**src/rtl/fib_defs.sv**
```systemverilog
// Shared definitions for the Fibonacci FSMD family (forward and inverse units).
// Provides the default widths, the iteration cap and the common state encoding.
package fib_defs;

    localparam int DEF_F_W     = 20;  // width of a Fibonacci value
    localparam int DEF_I_W     = 5;   // width of a Fibonacci index
    localparam int DEF_MAX_IDX = 30;  // fib(31) = 1346269 exceeds any 20-bit value

    typedef enum logic [1:0] {
        IDLE = 2'b00,
        OP   = 2'b01,
        DONE = 2'b10
    } state_t;

endpackage : fib_defs

```
**src/rtl/fib_inv_amisha.sv**
```systemverilog
// Inverse-Fibonacci FSMD: returns the largest n with fib(n) <= f plus an
// exact-match flag. Uses the start/ready/done_tick handshake of the forward unit.
//
// Ports:
//   clk_amisha        in   clock, rising edge
//   reset_amisha      in   asynchronous active-high reset
//   start_amisha      in   request, sampled only while idle
//   f_in_amisha       in   value to invert, captured on the accepted start
//   ready_amisha      out  high only while idle
//   done_tick_amisha  out  one-cycle completion pulse
//   i_amisha          out  result index n
//   exact_amisha      out  1 when fib(n) == f
module fib_inv_amisha
    import fib_defs::*;
#(
    parameter int F_W     = DEF_F_W,
    parameter int I_W     = DEF_I_W,
    parameter int MAX_IDX = DEF_MAX_IDX
) (
    input  logic           clk_amisha,
    input  logic           reset_amisha,
    input  logic           start_amisha,
    input  logic [F_W-1:0] f_in_amisha,
    output logic           ready_amisha,
    output logic           done_tick_amisha,
    output logic [I_W-1:0] i_amisha,
    output logic           exact_amisha
);

    state_t         state_r, state_s;
    logic [F_W-1:0] f_r, f_s;
    logic [F_W:0]   t0_r, t0_s;      // fib(n)
    logic [F_W:0]   t1_r, t1_s;      // fib(n+1), one bit wider so fib(31) does not wrap
    logic [I_W-1:0] n_r, n_s;
    logic [I_W-1:0] i_r, i_s;
    logic           exact_r, exact_s;
    logic           ready_r, done_r;
    logic           stop_s;

    // State and datapath registers with asynchronous reset.
    always_ff @(posedge clk_amisha or posedge reset_amisha) begin
        if (reset_amisha) begin
            state_r <= IDLE;
            f_r     <= '0;
            t0_r    <= '0;
            t1_r    <= '0;
            n_r     <= '0;
            i_r     <= '0;
            exact_r <= 1'b0;
            ready_r <= 1'b1;
            done_r  <= 1'b0;
        end else begin
            state_r <= state_s;
            f_r     <= f_s;
            t0_r    <= t0_s;
            t1_r    <= t1_s;
            n_r     <= n_s;
            i_r     <= i_s;
            exact_r <= exact_s;
            // Handshake outputs are registered from the next state so they
            // line up exactly with the state they describe.
            ready_r <= (state_s == IDLE);
            done_r  <= (state_s == DONE);
        end
    end

    // Termination test: the next Fibonacci number already exceeds f, or the cap is hit.
    always_comb begin
        stop_s = (t1_r > {1'b0, f_r}) || (n_r == I_W'(MAX_IDX));
    end

    // Next-state and datapath logic.
    always_comb begin
        state_s = state_r;
        f_s     = f_r;
        t0_s    = t0_r;
        t1_s    = t1_r;
        n_s     = n_r;
        i_s     = i_r;
        exact_s = exact_r;
        case (state_r)
            IDLE: begin
                if (start_amisha) begin
                    f_s     = f_in_amisha;
                    t0_s    = '0;
                    t1_s    = {{F_W{1'b0}}, 1'b1};
                    n_s     = '0;
                    state_s = OP;
                end else begin
                    state_s = IDLE;
                end
            end
            OP: begin
                if (stop_s) begin
                    i_s     = n_r;
                    exact_s = (t0_r == {1'b0, f_r});
                    state_s = DONE;
                end else begin
                    t0_s = t1_r;
                    t1_s = t0_r + t1_r;
                    n_s  = n_r + {{(I_W-1){1'b0}}, 1'b1};
                end
            end
            DONE: begin
                state_s = IDLE;
            end
            default: begin
                state_s = IDLE;
            end
        endcase
    end

    assign ready_amisha     = ready_r;
    assign done_tick_amisha = done_r;
    assign i_amisha         = i_r;
    assign exact_amisha     = exact_r;

endmodule : fib_inv_amisha

```
**config.mk**
```make
export PLATFORM = sky130hd
export DESIGN_NAME = fib_inv_amisha
export DESIGN_NICKNAME = d
export VERILOG_FILES = /design/src/rtl/fib_defs.sv /design/src/rtl/fib_inv_amisha.sv
export SDC_FILE = /design/constraint.sdc
export NUM_CORES = 1
export LEC_CHECK = 0
export CAP_MARGIN = 20
export CORE_MARGIN = 4
export CORE_UTILIZATION = 59
export DETAILED_ROUTE_END_ITERATION = 7
export HOLD_SLACK_MARGIN = 0.05
export PLACE_DENSITY_LB_ADDON = 0.08
export SLEW_MARGIN = 0
export SYNTH_ARGS = -nofsm -noshare
export SYNTH_HDL_FRONTEND = slang
export SYNTH_SLANG_ARGS = --single-unit
```
**constraint.sdc**
```tcl
create_clock -name clk_amisha -period 3.2 [get_ports clk_amisha]
set_clock_uncertainty 0.2 [all_clocks]
set_input_delay 0.32 -clock clk_amisha [delete_from_list [all_inputs] [get_ports clk_amisha]]
set_output_delay 0.32 -clock clk_amisha [all_outputs]
set_load 0.1 [all_outputs]
```
==> results.md, run 1 <==
- Via count of the first global-routing pass: 3571
- Starting density of the core: 61.76%
- Most common cell after layout, fill and taps aside: nand2_1
- Count of state elements after synthesis: 77
- Final design area excluding fillers: 5176 um^2
- Highest achievable clock rate: 338.7 MHz
- Remaining global-route overflow: 0
- Count of nets left with antenna violations after detail routing: 0
- Number of maximum-capacitance constraint violations: 0
- Lkg Pwr: 2.468 nW
- DRT Wirelength: 10830 um
- Post-synthesis cell area: 4576 um^2
- Drt pass-1 iters: 4
- Htree depth: 3
- Maximum net fanout on the critical path: 6
- Leading register cell type out of synthesis: dfrtp_1
- Nets in the synthesized netlist: 558
- Input/output buffers: 30
- Number of CTS-inserted buffers: 9
- CP endpoint kind: flip-flop
- Worst Hold Slack: 0.1885 ns
- Number of vias per cell after detailed routing: 5.793
- Cell taking the most area after synthesis: dfrtp_1
- Slew Limit Fails: 0
- Final setup violation count: 0
- Maximum number of pins on one net before global-route repair: 62
- Number of diodes: 0
- CTS Sinks: 77
- TritonCTS clock tree: yes
- Maximum buffer depth of the clock tree: 2
- Final critical-path share of the clock period: 92.26%
- Path type of the worst min-delay path: in -> async
- Number of synthesized flops with an enable pin: 0
- Post-route setup TNS: 0 ns
- Number of distinct library cells after synthesis: 50
- Register clock-pin slew on the reported worst setup and hold paths: 0.08 ns
- # IOs: 31
- Power after layout: 5.071 mW
- Uppermost layer routed: met4
- Clock insertion delay at the later pin of the skew report: 0.35 ns
- Synth Warn #: 0
- First-pass GRT wire length: 17900 um
- Data required time of the worst path: 3.29 ns
- Worst-margin pin slew: 0.7413 ns
- DIE AREA: 9228 um^2
- Number of DRC markers in iteration 0: 185
- Met3 layer wire length in the routed design: 520 um
- DRC violations left: 0
- Share of synthesized flip-flops with an asynchronous set or reset: 100.0%
- Rel. slew slack: 50.52%
- Vertical die dimension: 96.07 um
- Data arrival, critical path: 3.04 ns
- Worst slack at placement: 0.1504 ns
- Die boundary width: 96.07 um
- Placed cell area: 4989 um^2
- Cells after Synth: 492
- Routed metal-1 wirelength: 5369 um
- Outcome: finished clean
- Root Buffer Master: clkbuf_8
- Share of synthesized area occupied by flip-flops and latches: 42.14%
- Number of antenna violations at the first check in global routing: 0
- Top cells by area in the synthesized netlist: dfrtp_1, ha_1, nand2_1
- Crit Path Class: reg -> reg
- Least setup slack across all paths after layout: 0.2478 ns
- P&R area growth vs syn: 13.13%
- Fin crit period: 2.952 ns
- Total via count in the routed design: 3638
- Peak VDD IR: 0.9045 mV
- Final weighted congestion in routability-driven placement: 0.9363
- Hold-fix buffer count after cts: 0
- Power per unit of standard cell area: 979.8 nW/um^2
- HPWL Detailed: 8200 um
- Final Hold Violating Endpoints: 0
- Wire length per cell: 17.25 um
- Critical path launch point type: flip-flop
- Area of the placeable core: 7408 um^2
- Met2 Routed Length: 4735 um
- GRT Resource Usage Total: 25.59%
- Count of filler cells inserted in the layout: 592
- Share of layout cells above drive strength 1: 9.830%
- Post-Syn Area per Cell: 9.300 um^2
- Fraction of post-synthesis cell area in the top cell type by area: 41.56%
- Commonest non-fill, non-tap cells in the layout: nand2_1, dfrtp_1, o21ai_0, ha_1, xor2_1
- Setup repair after global routing missed its margin: no
- Final #Nets: 590
- Number of placement rows: 31
-- worst max-delay path: stages (launching register included) --
cell       delay, ns
dfrtp_1         0.39
inv_1           0.09
ha_1            0.32
and4b_1         0.24
nand3_2         0.15
nor4_4          0.35
a2111oi_2       0.10
nor3_2          0.32
a21oi_4         0.13
or4_1           0.49
nand3_1         0.10
-- report_power, final --
part	switching (mW)	leakage, nW	internal (mW)
sequential	0.328	0.997	1.34
combinational	1.72	1.37	1.01
clock	0.372	0.0962	0.302
total	2.42	2.47	2.65
-- path summary, 6_finish.rpt --
path                                start            to  slack, ns  depth (start not counted)
max                               f_r[16]        n_r[4]       0.25                         10
min                          reset_amisha       f_r[12]       0.19                          2
max reg2reg                       f_r[16]        n_r[4]       0.25                         10
min reg2reg                  exact_amisha  exact_amisha       0.32                          1
max in group asynchronous    reset_amisha        n_r[2]       1.85                          3
min in group clk_amisha    f_in_amisha[0]        f_r[0]       0.29                          3
-- flip-flops by register name (all words and copies together) (netlist names) --
name / cells
state_r: 2
f_r: 20
done_tick_amisha: 1
n_r: 5
ready_amisha: 1
t0_r: 21
t1_r: 21
i_amisha: 5
exact_amisha: 1
-- per-stage QoR --
step / instances / util, %
4_1_cts: 628 / 69.70
3_3_place_gp: 612 / 67.34
2_1_floorplan: 492 / -
5_1_grt: 628 / 69.87
3_5_place_dp: 612 / 67.34
6_report: 628 / 69.87
-- timing repair --
item,4_1_cts,5_1_grt
setup buffers,0,0
gates resized for setup,0,4
setup endpoints to repair,0,34
-- Yosys cell counts, types with 4 or more instances --
library cell,count
a211oi_1,5
a21o_1,9
a21oi_1,20
buf_2,4
clkbuf_1,12
dfrtp_1,76
ha_1,42
inv_1,22
mux2_2,6
nand2_1,100
nand3_1,9
nand4_1,6
nor2_1,14
nor4_1,4
o211ai_1,4
o21a_1,4
o21ai_0,48
o21ai_1,4
o31ai_1,17
xnor2_1,12
xor2_1,25
-- per-layer routing --
metal | vias to the layer above | track usage [%]
li1 | 1796 | -
met3 | 16 | 4.066
met4 | 0 | 8.531
met1 | 1730 | 37.53
met5 | - | 0
met2 | 96 | 38.59
-- kinds of logic after synthesis --
logic type	share of synthesized area, %
compound gates	17.23
simple gates	15.70
buf+inv	3.801
flops	42.14
fa+ha+maj	11.92
mux	2.133
xor+xnor	7.082
-- layout make-up --
class	count	area [um^2]	share of cell area, %
clock buffers	10	137.6	2.659
inverters	23	87.58	1.692
repair buffers	40	367.9	7.107
clock inverters	6	37.54	0.7252
multi-input cells	373	2494	48.18
well taps	99	123.9	2.393
flip-flops and latches	77	1928	37.25
Note: power is estimated with default switching activity, not from simulation.
==> run 2, diff against run 1 <==
Settings changed: TNS_END_PERCENT set to 5.
==> results of run 2 <==
Final layout, timing and power as in run 1 (identical DEF).
